===== src/rtl/signal_conflict_monitor.sv =====
// signal_conflict_monitor
// Independent safety monitor sitting between the traffic-light controller
// and the lamp drivers. Both 2-bit light codes (00 Red, 01 Yellow,
// 11 Green, 10 illegal) pass through a two-stage register pipeline. Each
// check compares the newest sample (q) against the previous one (prev).
// On the first violation the monitor:
//   - latches a sticky fault,
//   - records the lowest-numbered cause in fault_code,
//   - forces both lamp outputs to Red,
//   - runs a flashing beacon.
// Only clear leaves the fault state.
//
// Optional feature macro: SIGNAL_MONITOR_GRN_MIN_CHECK_EN
//   When defined, a G->Y move with green dwell < GRN_MIN raises fault code 6.
//   When undefined, code 6 is never produced.

module signal_conflict_monitor #(
    parameter int YEL_MIN    = 3,
    parameter int GRN_MIN    = 7,
    parameter int FLASH_HALF = 4,
    parameter int CNT_W      = 4
) (
    input  logic       clock,
    input  logic       clear,
    input  logic [1:0] hwy,
    input  logic [1:0] country,
    output logic [1:0] hwy_out,
    output logic [1:0] country_out,
    output logic       fault,
    output logic [2:0] fault_code,
    output logic       flash
);

    localparam logic [1:0] C_RED = 2'b00;
    localparam logic [1:0] C_YEL = 2'b01;
    localparam logic [1:0] C_ILL = 2'b10;
    localparam logic [1:0] C_GRN = 2'b11;

    localparam logic [CNT_W-1:0] DWELL_MAX = {CNT_W{1'b1}};
    localparam logic [CNT_W-1:0] YEL_MIN_C = CNT_W'(YEL_MIN);
    localparam logic [CNT_W-1:0] GRN_MIN_C = CNT_W'(GRN_MIN);

    localparam int FL_W = (FLASH_HALF > 1) ? $clog2(FLASH_HALF) : 1;
    localparam logic [FL_W-1:0] FL_LAST = FL_W'(FLASH_HALF - 1);

`ifdef SIGNAL_MONITOR_GRN_MIN_CHECK_EN
    localparam bit GRN_CHK_EN = 1'b1;
`else
    localparam bit GRN_CHK_EN = 1'b0;
`endif

    typedef enum logic [1:0] {
        ST_INIT  = 2'd0,
        ST_RUN   = 2'd1,
        ST_FAULT = 2'd2
    } state_t;

    state_t            r_state;
    logic [1:0]        r_hwy_q;
    logic [1:0]        r_cty_q;
    logic [1:0]        r_hwy_prev;
    logic [1:0]        r_cty_prev;
    logic [CNT_W-1:0]  r_hwy_dwell;
    logic [CNT_W-1:0]  r_cty_dwell;
    logic              r_fault;
    logic [2:0]        r_code;
    logic              r_flash;
    logic [FL_W-1:0]   r_flash_cnt;

    logic              w_conflict;
    logic              w_illegal;
    logic              w_bad_hwy;
    logic              w_bad_cty;
    logic              w_short_yel;
    logic              w_short_grn;
    logic [2:0]        w_code;

    // Legal moves: hold, R->G, G->Y, Y->R.
    function automatic logic legal_move(input logic [1:0] old_c, input logic [1:0] new_c);
        legal_move = (new_c == old_c) ||
                     (old_c == C_RED && new_c == C_GRN) ||
                     (old_c == C_GRN && new_c == C_YEL) ||
                     (old_c == C_YEL && new_c == C_RED);
    endfunction

    // Violation detection with lowest-code priority. Transition and dwell
    // checks only apply in RUN, because in INIT prev is not yet meaningful.
    always_comb begin
        w_conflict  = (r_hwy_q != C_RED) && (r_cty_q != C_RED);
        w_illegal   = (r_hwy_q == C_ILL) || (r_cty_q == C_ILL);
        w_bad_hwy   = !legal_move(r_hwy_prev, r_hwy_q);
        w_bad_cty   = !legal_move(r_cty_prev, r_cty_q);
        w_short_yel = (r_hwy_prev == C_YEL && r_hwy_q == C_RED && r_hwy_dwell < YEL_MIN_C) ||
                      (r_cty_prev == C_YEL && r_cty_q == C_RED && r_cty_dwell < YEL_MIN_C);
        w_short_grn = (r_hwy_prev == C_GRN && r_hwy_q == C_YEL && r_hwy_dwell < GRN_MIN_C) ||
                      (r_cty_prev == C_GRN && r_cty_q == C_YEL && r_cty_dwell < GRN_MIN_C);
        w_code      = 3'd0;
        if (w_conflict) begin
            w_code = 3'd1;
        end else if (w_illegal) begin
            w_code = 3'd2;
        end else if (r_state == ST_RUN) begin
            if (w_bad_hwy) begin
                w_code = 3'd3;
            end else if (w_bad_cty) begin
                w_code = 3'd4;
            end else if (w_short_yel) begin
                w_code = 3'd5;
            end else if (GRN_CHK_EN && w_short_grn) begin
                w_code = 3'd6;
            end
        end
    end

    // Two-stage sample pipeline plus per-channel dwell counters.
    always_ff @(posedge clock) begin
        if (clear) begin
            r_hwy_q     <= C_RED;
            r_cty_q     <= C_RED;
            r_hwy_prev  <= C_RED;
            r_cty_prev  <= C_RED;
            r_hwy_dwell <= '0;
            r_cty_dwell <= '0;
        end else begin
            r_hwy_q    <= hwy;
            r_cty_q    <= country;
            r_hwy_prev <= r_hwy_q;
            r_cty_prev <= r_cty_q;
            if (r_hwy_q != r_hwy_prev) begin
                r_hwy_dwell <= CNT_W'(1);
            end else if (r_hwy_dwell != DWELL_MAX) begin
                r_hwy_dwell <= r_hwy_dwell + CNT_W'(1);
            end
            if (r_cty_q != r_cty_prev) begin
                r_cty_dwell <= CNT_W'(1);
            end else if (r_cty_dwell != DWELL_MAX) begin
                r_cty_dwell <= r_cty_dwell + CNT_W'(1);
            end
        end
    end

    // Monitor FSM: sticky fault, first-cause latch and beacon counter.
    always_ff @(posedge clock) begin
        if (clear) begin
            r_state     <= ST_INIT;
            r_fault     <= 1'b0;
            r_code      <= 3'd0;
            r_flash     <= 1'b0;
            r_flash_cnt <= '0;
        end else begin
            case (r_state)
                ST_INIT, ST_RUN: begin
                    if (w_code != 3'd0) begin
                        r_state <= ST_FAULT;
                        r_fault <= 1'b1;
                        r_code  <= w_code;
                    end else begin
                        r_state <= ST_RUN;
                    end
                end
                ST_FAULT: begin
                    if (r_flash_cnt == FL_LAST) begin
                        r_flash_cnt <= '0;
                        r_flash     <= ~r_flash;
                    end else begin
                        r_flash_cnt <= r_flash_cnt + FL_W'(1);
                    end
                end
                default: begin
                    r_state <= ST_INIT;
                end
            endcase
        end
    end

    // Lamp drive: prev and fault load on the same edge, so an offending
    // pattern is masked before it can reach the lamps.
    assign hwy_out     = r_fault ? C_RED : r_hwy_prev;
    assign country_out = r_fault ? C_RED : r_cty_prev;
    assign fault       = r_fault;
    assign fault_code  = r_code;
    assign flash       = r_flash;

endmodule


===== config.mk =====
export PLATFORM = sky130hd
export DESIGN_NAME = signal_conflict_monitor
export DESIGN_NICKNAME = d
export VERILOG_FILES = /design/src/rtl/signal_conflict_monitor.sv
export SDC_FILE = /design/constraint.sdc
export NUM_CORES = 1
export LEC_CHECK = 0
export BUFFER_PORTS_ARGS = -buffer_cell sky130_fd_sc_hd__clkbuf_2
export CAP_MARGIN = 20
export CORE_ASPECT_RATIO = 0.8
export CORE_MARGIN = 5
export CORE_UTILIZATION = 50
export CTS_BUF_LIST = sky130_fd_sc_hd__clkbuf_16
export DETAILED_ROUTE_END_ITERATION = 16
export PLACE_DENSITY = 0.76
export SYNTH_ARGS = -nofsm -noshare
export SYNTH_HDL_FRONTEND = slang
export SYNTH_SLANG_ARGS = --single-unit
export TNS_END_PERCENT = 5

===== constraint.sdc =====
create_clock -name clock -period 1.7 [get_ports clock]
set_input_delay 0.17 -clock clock [delete_from_list [all_inputs] [get_ports clock]]
set_output_delay 0.17 -clock clock [all_outputs]
set_load 0.02 [all_outputs]

==> Yosys cells after proc, flatten, opt, wreduce, memory -nomap -nowiden <==
Cells that the tools add are included.
{ "classes": {"n_addsub": 3, "magnitude_cmp": 2, "eq_ne": 19, "muxes": 15, "n_bitwise": 1, "n_reduce_logical": 32} }
{ "ops": {"columns": ["cell", "n"], "rows": [
  ["$mux 3", 6],
  ["$eq 2x2->1 const B", 8],
  ["$eq 2x1->1 const B", 5],
  ["$logic_not 2->1", 5],
  ["$logic_and 1x1->1", 9],
  ["$add 4x1->4 const B", 2],
  ["$logic_or 1x1->1", 8],
  ["$lt 4x2->1 const B", 2],
  ["$mux 2", 4],
  ["$ne 4x4->1 const B", 2],
  ["$reduce_bool 2->1", 4],
  ["$reduce_or 2->1", 3],
  ["$eq 2x2->1", 2],
  ["$mux 1", 4],
  ["$ne 2x2->1", 2],
  ["$pmux 2 s2", 1],
  ["$reduce_and 2->1", 2],
  ["$reduce_bool 3->1", 1],
  ["$add 2x1->2 const B", 1],
  ["$not 1->1", 1]
]} }
{ "word_totals": {"regBits": 25, "in_bits": 6, "output_inout_bits": 9, "elab_cells": 85} }

==> Logic depth before layout (Yosys ltp) <==
Gate-level depths: netlist of the first run.
{ "logic_depth": {"ltp_word": 13, "mapped_depth": 6, "ltp_nobuf": 6} }

==> Worst setup path after synthesis of the first run <==
No wires, ideal clock.
{ "synth_timing": {"path_kind": "reg2reg", "startpoint": "register r_cty_dwell[0]", "endpoint": "register r_code[1] (netlist: fault_code[1])", "setup_time_ns": 0.120, "t_arrival_ns": 1.597, "path_slack_ns": -0.016, "stages_incl_launch_ff": 7, "path_buffers": 0, "period_less_slack_ns": 1.716, "path_cell_list": "dfxtp_1 -> ha_1 -> nor2_1 -> nand4_1 -> and3b_4 -> a311o_1 -> o31a_1"} }
{ "synth_between": {"elab_chain_cells": 11} }
{ "synth_lines": {"columns": ["item", "line_no", "rtl"], "rows": [
  ["start: declaration", "64", "logic [CNT_W-1:0] r_cty_dwell;"],
  ["start signal: assignment", "137", "r_cty_dwell <= r_cty_dwell + CNT_W'(1);"],
  ["$lt 4x2->1", "94", "(r_cty_prev == C_YEL && r_cty_q == C_RED && r_cty_dwell < YEL_MIN_C);"],
  ["$logic_and 1x1->1", "94", null],
  ["$logic_or 1x1->1", "93", "w_short_yel = (r_hwy_prev == C_YEL && r_hwy_q == C_RED && r_hwy_dwell < YEL_MIN_C) ||"],
  ["$mux 3", "107", "end else if (w_short_yel) begin"],
  ["$mux 3", "105", "end else if (w_bad_cty) begin"],
  ["$mux 3", "103", "if (w_bad_hwy) begin"],
  ["$mux 3", "102", "end else if (r_state == ST_RUN) begin"],
  ["$mux 3", "100", "end else if (w_illegal) begin"],
  ["$mux 3", "98", "if (w_conflict) begin"],
  ["$reduce_bool 3->1", "153", "if (w_code != 3'd0) begin"],
  ["$reduce_and 2->1 (no line)", null, null],
  ["end signal: assignment", "156", "r_code <= w_code;"],
  ["end: declaration", "66", "logic [2:0] r_code;"]
]} }
No other way between the ends.
A chain may end at the register's enable or synchronous reset.

==> Worst setup path after layout of the first run <==
{ "layout_timing": {"startpoint": "register r_hwy_q[1]", "endpoint": "register r_code[1] (netlist: fault_code[1])"} }
{ "layout_between": {"elab_chain_cells": 12} }
{ "layout_lines": {"columns": ["item", "line_no", "rtl"], "rows": [
  ["start: declaration", "59", "logic [1:0] r_hwy_q;"],
  ["start signal: assignment", "125", "r_hwy_q <= hwy;"],
  ["$logic_not 2->1", "83, 93", null],
  ["$logic_and 1x1->1", "83, 93", null],
  ["$logic_and 1x1->1", "93", null],
  ["$logic_or 1x1->1", "93", null],
  ["$mux 3", "107", null],
  ["$mux 3", "105", null],
  ["$mux 3", "103", null],
  ["$mux 3", "102", null],
  ["$mux 3", "100", null],
  ["$mux 3 (*)", "98", null],
  ["$reduce_bool 3->1", "153", null],
  ["$reduce_and 2->1 (no line)", null, null]
]} }
Every way passes the cells marked *; elsewhere a longest branch is shown, timed or not.

==> run metrics, run 1 <==
Cell Rows=16; top_reg_cell synth=dfxtp_1; Max Slew Vio Count=0; share of cells above drive strength 1=approximately 36%; Post-DP HPWL=between 1.5 and 2 mm; fin crit share=99.0%; crit path to=fault_code[1]; I/O Buffers=14; Setup Viol. Count Final=0; DR DRC count=0; min setup slack post-route=roughly 0.017 ns; antenna viol nets, final=0; slew at the pin closest to its max-slew limit=0.491 ns; Clock Pin Slew Worst Setup and Hold Paths=around 0.060 ns; Max Cap Viol=0; Mapped Area=roughly 1200 um2; initial antenna violation count=0; Mapped Nets=about 150; P_int=approximately 0.0011 W; hold slack=0.118 ns; first-pass GRT wire length=4.44 mm; synth unique cells=38; dominant cell type by area after synthesis=dfxtp_1; Hold-fix buffers, CTS=0; RSZ-0062 raised after global routing=true; drt total wl=around 2.8 mm; die area=around 3600 um2; DP Area=1400 um2; global route total overflow=0; CP cell instances=buf_4 > nor2b_4 > mux2i_2 > a21oi_1 > o221a_2 > o31a_1; DR vias=between 1000 and 1500; Max FO, Critical Path=5; number of synthesized flops with an enable pin=0; Core Region=about 2400 um2; sequential share of power=between 40% and 50%; status=completed; RePlAce Congestion=0.850; Root Driver=clkbuf_16; Placed Instances=193; io pins=15; Nets=about 190; Inserted Clock Buffers=3; Gate Count Post-Synth=between 100 and 150; Comb pwr share=between 20 and 25%; via density per instance=between 5 and 6; insertion delay to the later sink of the worst-skew pair=0.26 ns; Hold Crit Class=in -> reg; Layout area overhead=33.2%; PwrDens=slightly above 900 nW/um2; crit start category=register; 1st-iter DRT viols=100; Initial Util=roughly half; design area=1640 um2; Slowest-stage cell, CP=dfxtp_4; Sw Share=26.6%; ant diodes=0; Synth Register Bits=25; crit path capture type=register; sequential share of the synthesized area=40.7%; largest net degree at the start of global routing=24; Setup crit start=r_hwy_q[1]; worst slack, placed=-0.0919 ns; Tmin final=~1.7 ns; post-synth top area share=approximately 41%; reg-to-reg setup timing slack=0.02 ns; R2R depth=6; average size of a mapped cell=around 8.5 um2; most common cell after layout, fill and taps aside=nor2_1; vias in the first global route=1070; Finished Layout Cells=203; Die Y=~54 um; Max clock buf depth=2; Critical Path AT=about 1.8 ns; Clock Skew=between 0.0015 and 0.002 ns; fill cell count=177; Worst path max stage delay=between 0.3 and 0.4 ns; most frequent cells in the layout=nor2_1 (21), dfxtp_1 (18), buf_4 (16); Leak=just under 0.7 nW; Clk pwr share=between 30% and 40%; H-tree depth=1; Wirelength per Cell=roughly 14 um; clock sink total=25; worst reg2reg path endpoint=fault_code[1]; peak supply drop=593 uV; WS Path Type=reg -> reg; top post-synthesis cells by area=dfxtp_1 (41%), nor2_1 (7.3%), nor2b_1 (5.6%); Die X=roughly 65 um; Final Hold Vio Count=0; GRT Total Usage=~16%; CTS tree=done; sw power=roughly 0.00040 W; Relative slew margins=around two thirds; Req. time, crit path=approximately 1.9 ns; TritonRoute pass-1 iters=4; Peak Freq=roughly 0.59 GHz; Pwr Total=around 0.0015 W; worst r2r src=r_hwy_q[1]; ys async rst share=0%; Ys Warns=0
-- worst max-delay path: cells and delay by family (launching register included) --
family          cells  cell delay [ns]
compound gates      3             0.68
flops               1             0.36
mux                 1             0.27
simple gates        1             0.15
buf+inv             1             0.13
-- registers in the layout, summed over array words and instances, names as in the netlist --
signal,flops
r_hwy_q,2
r_cty_prev,2
r_state,2
r_hwy_dwell,4
r_cty_dwell,4
r_hwy_prev,2
fault,1
r_flash_cnt,2
fault_code,3
r_cty_q,2
flash,1
-- cells in the mapped netlist (2+ instances only) --
cell type   n
nor3_1      7
a21oi_1     5
nand2b_1    8
nor2b_1    11
nor2_1     24
inv_1       5
nand2_1     8
and2_4      2
nand3b_1    2
a311oi_1    2
or2_2       2
ha_1        3
mux2i_1     4
o32ai_1     2
a31oi_1     2
nor3b_1     3
xor2_1      4
nand4_1     2
dfxtp_1    25
nand3_1     6
-- area by class of cell --
| class | instances | area [um2] | share of cell area [%] |
|---|---|---|---|
| flip-flops and latches | 25 | 517 | 31.6 |
| multi-input cells | 112 | 798 | 48.8 |
| well taps | 27 | 33.8 | 2.06 |
| repair buffers | 30 | 190 | 11.6 |
| clock inverters | 1 | 3.75 | 0.229 |
| inverters | 5 | 18.8 | 1.15 |
| clock buffers | 3 | 75.1 | 4.59 |
-- metal layers --
layer	track usage, %	up-vias	routed length, um
met5	0	-	0
met4	4.83	0	52
met3	4.31	9	136
met2	28.2	32	1310
met1	19.3	521	1270
li1	-	568	-
-- power by group through the flow --
stage / Clock, W / Sequential, W / Combinational [W]
3_5_place_dp: 0 / 0.000686 / 0.000256
3_3_place_gp: 0 / 0.000681 / 0.000249
2_1_floorplan: 0 / 0.000689 / 0.000163
4_1_cts: 0.000508 / 0.000673 / 0.000274
6_report: 0.000508 / 0.000680 / 0.000302
5_1_grt: 0.000546 / 0.000686 / 0.000332
-- stage by stage --
stage	util (%)	setup TNS, ns
3_5_place_dp	58.1	-0.150
6_report	68.1	0
2_1_floorplan	-	0
5_1_grt	68.1	-0.113
3_3_place_gp	58.1	-0.00471
4_1_cts	64.3	0
-- cells by family (layout without fill, tap and decap cells) --
family / count (synthesis) / in the layout / synth area share [%]
AOI/OAI and AO/OA: 20 / 20 / 12.2
muxes: 4 / 4 / 3.26
and+or+nand+nor: 81 / 81 / 35.0
buffers and inverters: 8 / 39 / 2.85
xor gates and xnor gates: 4 / 4 / 2.85
adders and majority gates: 3 / 3 / 3.06
DFF: 25 / 25 / 40.7
-- repair_timing --
| item | 4_1_cts | 5_1_grt |
|---|---|---|
| setup endpoints to repair | 3 | 6 |
| gates resized for setup | 11 | 19 |
| pin swaps | 4 | 5 |
| buffers inserted | 5 | 1 |
-- worst min-delay path by stage --
stage,startpoint,endpoint,slack [ns],depth (start not counted)
detailed placement,country[1],r_cty_q[1],0.39,2
global route,hwy[0],r_hwy_q[0],0.14,2
global placement,hwy[1],r_hwy_q[1],0.38,2
CTS,country[1],r_cty_q[1],0.13,2
finish,country[1],r_cty_q[1],0.12,2
floorplan,country[0],r_cty_q[0],0.30,1
Note: power is estimated with default switching activity, not from simulation.
==> run 2, diff against run 1 <==
BUFFER_PORTS_ARGS = unset   (was -buffer_cell sky130_fd_sc_hd__clkbuf_2)
CORE_UTILIZATION = 55   (was 50)
DONT_BUFFER_PORTS = 1   (was unset)
clock period = 1.4 ns   (was 1.7 ns; I/O delays follow)
==> run metrics, run 2 (same netlist as run 1, synthesis figures left out) <==
via density per instance=approximately 5.7; TritonRoute pass-1 iters=4; most common cell after layout, fill and taps aside=buf_4; Setup Viol. Count Final=6; antenna viol nets, final=0; DR vias=about 1100; Post-DP HPWL=slightly above 2 mm; design area=~1600 um2; Buf/Inv on CP=0; Die Y=~52 um; I/O Buffers=0; die area=about 3300 um2; Core Region=between 2000 and 2500 um2; Clock Skew=about 0.0081 ns; insertion delay to the later sink of the worst-skew pair=approximately 0.26 ns; Final Hold Vio Count=0; Cell Rows=15; ant diodes=0; Worst path max stage delay=0.32 ns; R2R depth=5; fin crit share=120%; status=finished with violations; Crit path depth=5; Layout area overhead=33.3%; vias in the first global route=~1200; global route total overflow=0; GRT Total Usage=between 20% and 30%; drt total wl=slightly below 3 mm; Critical Path AT=between 1.5 and 2 ns; DR DRC count=0; Wirelength per Cell=about 15 um; worst reg2reg path endpoint=fault_code[1]; Finished Layout Cells=200; Tmin final=between 1.5 and 2 ns; hold slack=between 0.009 and 0.01 ns; Clock Pin Slew Worst Setup and Hold Paths=0.07 ns; H-tree depth=1; violated checks=negative setup slack; Pwr Total=0.00184 W; Slowest-stage cell, CP=dfxtp_2; Placed Instances=194; Root Driver=clkbuf_16; Req. time, crit path=1.55 ns; 1st-iter DRT viols=72; initial antenna violation count=0; Relative slew margins=about 56%; io pins=15; Max clock buf depth=2; min setup slack post-route=-0.279 ns; Initial Util=a little under three fifths; CTS tree=done; setup TNS=-1.14 ns; Leak=approximately 0.68 nW; CP cell instances=nand2b_1 > a32oi_2 > and3b_4 > a311o_1 > o31a_1; largest net degree at the start of global routing=18; Max FO, Critical Path=4; reg-to-reg setup timing slack=-0.28 ns; worst r2r src=r_cty_prev[0]; Max Cap Viol=0; peak supply drop=about 1300 uV; DP Area=1460 um2; Inserted Clock Buffers=3; Hold Crit Class=in -> reg; PwrDens=~1100 nW/um2; top cell family by delay on the critical path=compound AO/OA/AOI/OAI gates; crit start category=register; postcts setup bufs=0; clock sink total=25; Max Slew Vio Count=0; RSZ-0062 raised after global routing=true; Setup crit start=r_cty_prev[0]; crit path to=fault_code[1]; Die X=62.8 um; slew at the pin closest to its max-slew limit=0.665 ns; first-pass GRT wire length=between 5 and 6 mm; most frequent cells in the layout=buf_4 (27), nor2_1 (22), dfxtp_1 (16); Peak Freq=around 0.6 GHz; share of cells above drive strength 1=around a third; Nets=185; WS Path Type=reg -> reg; RePlAce Congestion=~0.84; crit path capture type=register
-- run 2: cell count changes in the layout (fill, tap and decap cells not counted), sizes merged --
cell and delta:
buf +11, clkbuf -14, clkinv +1, dlygate4sd3 +2
inv -1
-- run 2: how the worst min path moves through the flow --
| stage | startpoint | end | slack, ns | cells past startpoint |
|---|---|---|---|---|
| floorplan | hwy[1] | r_hwy_q[1] | 0.27 | 1 |
| global placement | clear | r_hwy_q[1] | 0.21 | 1 |
| detailed placement | clear | r_hwy_q[1] | 0.21 | 1 |
| CTS | hwy[1] | r_hwy_q[1] | 0.01 | 1 |
| global route | hwy[1] | r_hwy_q[1] | 0.001 | 1 |
| finish | hwy[0] | r_hwy_q[0] | 0.01 | 1 |
-- run 2: stage by stage --
step / setup WS [ns] / util, %
after floorplan: -0.195 / -
after global placement: -0.216 / 68.2
after detailed placement: -0.282 / 68.2
after CTS: -0.223 / 75.0
after global routing: -0.331 / 76.5
final: -0.279 / 76.5
-- run 2: power breakdown --
part	switching [W]	internal (W)	total, W
sequential	0.0000612	0.000762	0.000823
combinational	0.000192	0.000191	0.000382
clock	0.000246	0.000385	0.000631
-- run 2: cell type report --
cell class	instances	area [um2]
Fill cell	160	502
Sequential cell	25	517
Clock inverter	1	5.00
Timing Repair Buffer	29	223
Multi-Input combinational cell	112	768
Clock buffer	3	75.1
Tap cell	25	31.3
Inverter	5	18.8
-- run 2: per-layer routing --
| metal | wire, um | GRT usage [%] | share of wire (%) | vias to the layer above |
|---|---|---|---|---|
| li1 | - | - | - | 571 |
| met1 | 1250 | 23.3 | 42 | 536 |
| met3 | 225 | 6.44 | 7.5 | 4 |
| met4 | 20 | 6.71 | 0.67 | 0 |
| met5 | 0 | 0 | 0 | - |
| met2 | 1490 | 37.1 | 50 | 32 |
-- run 2: timing repair --
item | in CTS | in global routing
gates resized for setup | 12 | 9
endpoints found under the setup margin | 7 | 10
hold buffers | 2 | 0
hold endpoints to repair | 18 | 0
pin swaps | 3 | 1
==> run 3, diff against run 2 <==
CORE_MARGIN = 2   (was 5)
==> run metrics, run 3 (same netlist as run 1, synthesis figures left out) <==
Slowest-stage cell, CP=dfxtp_2; Final Hold Vio Count=10; Die Y=around 46 um; Hold-fix buffers, CTS=8; Wirelength per Cell=15.6 um; I/O Buffers=0; GRT Total Usage=between 20% and 30%; top cell family by delay on the critical path=compound AO/OA/AOI/OAI gates; Multi-input gate area=782 um2; fill cell count=around 130; Die X=56.8 um; Req. time, crit path=approximately 1.6 ns; insertion delay to the later sink of the worst-skew pair=~0.26 ns; most frequent CP cell=and2_4; Inserted Clock Buffers=3; global route total overflow=0; ant diodes=0; RePlAce Congestion=approximately 0.9; fin crit share=120%; Hold Crit Class=in -> reg; initial antenna violation count=0; clock sink total=25; Setup Viol. Count Final=6; Peak Freq=just under 0.6 GHz; largest net degree at the start of global routing=24; via density per instance=5.77; slew at the pin closest to its max-slew limit=0.418 ns; Cell Rows=15; status=finished with violations; antenna viol nets, final=0; hold slack=-0.0608 ns; crit path capture type=register; Max clock buf depth=2; Post-DP HPWL=around 2.1 mm; CP cell instances=and2_4 > a211o_1 > and2_4 > a311o_1 > buf_4 > a21oi_1; Max FO, Critical Path=5; most frequent cells in the layout=buf_4 (29), nor2_1 (22), dfxtp_1 (17); RSZ-0062 raised after global routing=true; min setup slack post-route=-0.281 ns; violated checks=negative hold slack, negative setup slack; Clock Pin Slew Worst Setup and Hold Paths=0.06 ns; crit start category=register; Max Slew Vio Count=0; Initial Util=57.4%; Buf/Inv on CP=1; PwrDens=around 1100 nW/um2; Clock Skew=approximately 0.0022 ns; vias in the first global route=approximately 1100; drt total wl=between 3 and 4 mm; 1st-iter DRT viols=52; H-tree depth=1; Leak=roughly 0.73 nW; most common cell after layout, fill and taps aside=buf_4; CTS tree=done; Root Driver=clkbuf_16; Finished Layout Cells=approximately 210; DR vias=roughly 1200; register area=about 520 um2; Layout area overhead=40.6%; Critical Path AT=approximately 1.9 ns; Placed Instances=roughly 200; Worst path max stage delay=between 0.3 and 0.4 ns; Max Cap Viol=0; DR DRC count=0; TritonRoute pass-1 iters=4; WS Path Type=reg -> reg; share of cells above drive strength 1=a little over a third; Core Region=around 2100 um2; Tmin final=roughly 1.7 ns; Nets=193; die area=between 2000 and 3000 um2; Relative slew margins=72.1%; first-pass GRT wire length=slightly below 5 mm; io pins=15; peak supply drop=roughly 940 uV
[run 3: cell types whose count changed in the layout (fill, tap and decap cells not counted), sizes merged]
cell | before | now
buf | 27 | 29
clkinv | 1 | 0
clkinvlp | 0 | 1
dlygate4sd3 | 2 | 8
[run 3: where the power goes]
group,switching (W),internal [W],total [W]
logic,0.000184,0.000198,0.000382
clock network,0.000261,0.000388,0.000649
registers,0.0000636,0.000761,0.000825
[run 3: per-layer routing]
metal	GRT usage [%]	vias to the layer above	part of all wire, %
li1	-	590	-
met1	27.6	563	42
met2	47.2	41	52
met3	7.30	7	4.8
met4	7.44	0	1.4
met5	0	-	0
[run 3: path summary, 6_finish.rpt]
check,startpoint,end,slack [ns],cells after the start
worst min register to register,r_flash_cnt[0],r_flash_cnt[0],0.55,2
worst max register to register,r_hwy_prev[1],r_state[1],-0.28,6
worst min-delay path,clear,flash,-0.06,1
worst max-delay path,r_hwy_prev[1],r_state[1],-0.28,6
[run 3: through the flow]
| step | setup TNS [ns] | util, % | total power [W] | setup WS, ns | instance area [um2] |
|---|---|---|---|---|---|
| floorplan | -0.452 | - | 0.00104 | -0.195 | 1240 |
| global placement | -1.06 | 68.5 | 0.00114 | -0.202 | 1470 |
| detailed placement | -1.55 | 68.5 | 0.00116 | -0.363 | 1470 |
| CTS | -1.30 | 77.7 | 0.00183 | -0.248 | 1660 |
| global route | -1.70 | 80.8 | 0.00193 | -0.330 | 1730 |
| finish | -1.34 | 80.8 | 0.00186 | -0.281 | 1730 |
[run 3: layout make-up]
cell class / count / area share (%)
timing repair buffer: 37 / 17.2
clock inverter: 1 / 0.434
clock buffer: 3 / 4.34
multi-input combinational: 112 / 45.3
sequential: 25 / 29.8
tap: 25 / 1.81
inverter: 5 / 1.09
[run 3: repair_timing]
item / 4_1_cts / 5_1_grt
pin swaps: 1 / 6
resized for setup: 7 / 16
buffers inserted: 1 / 0
cloned: 0 / 0
endpoints found under the setup margin: 6 / 10
endpoints found under the hold margin: 18 / 10
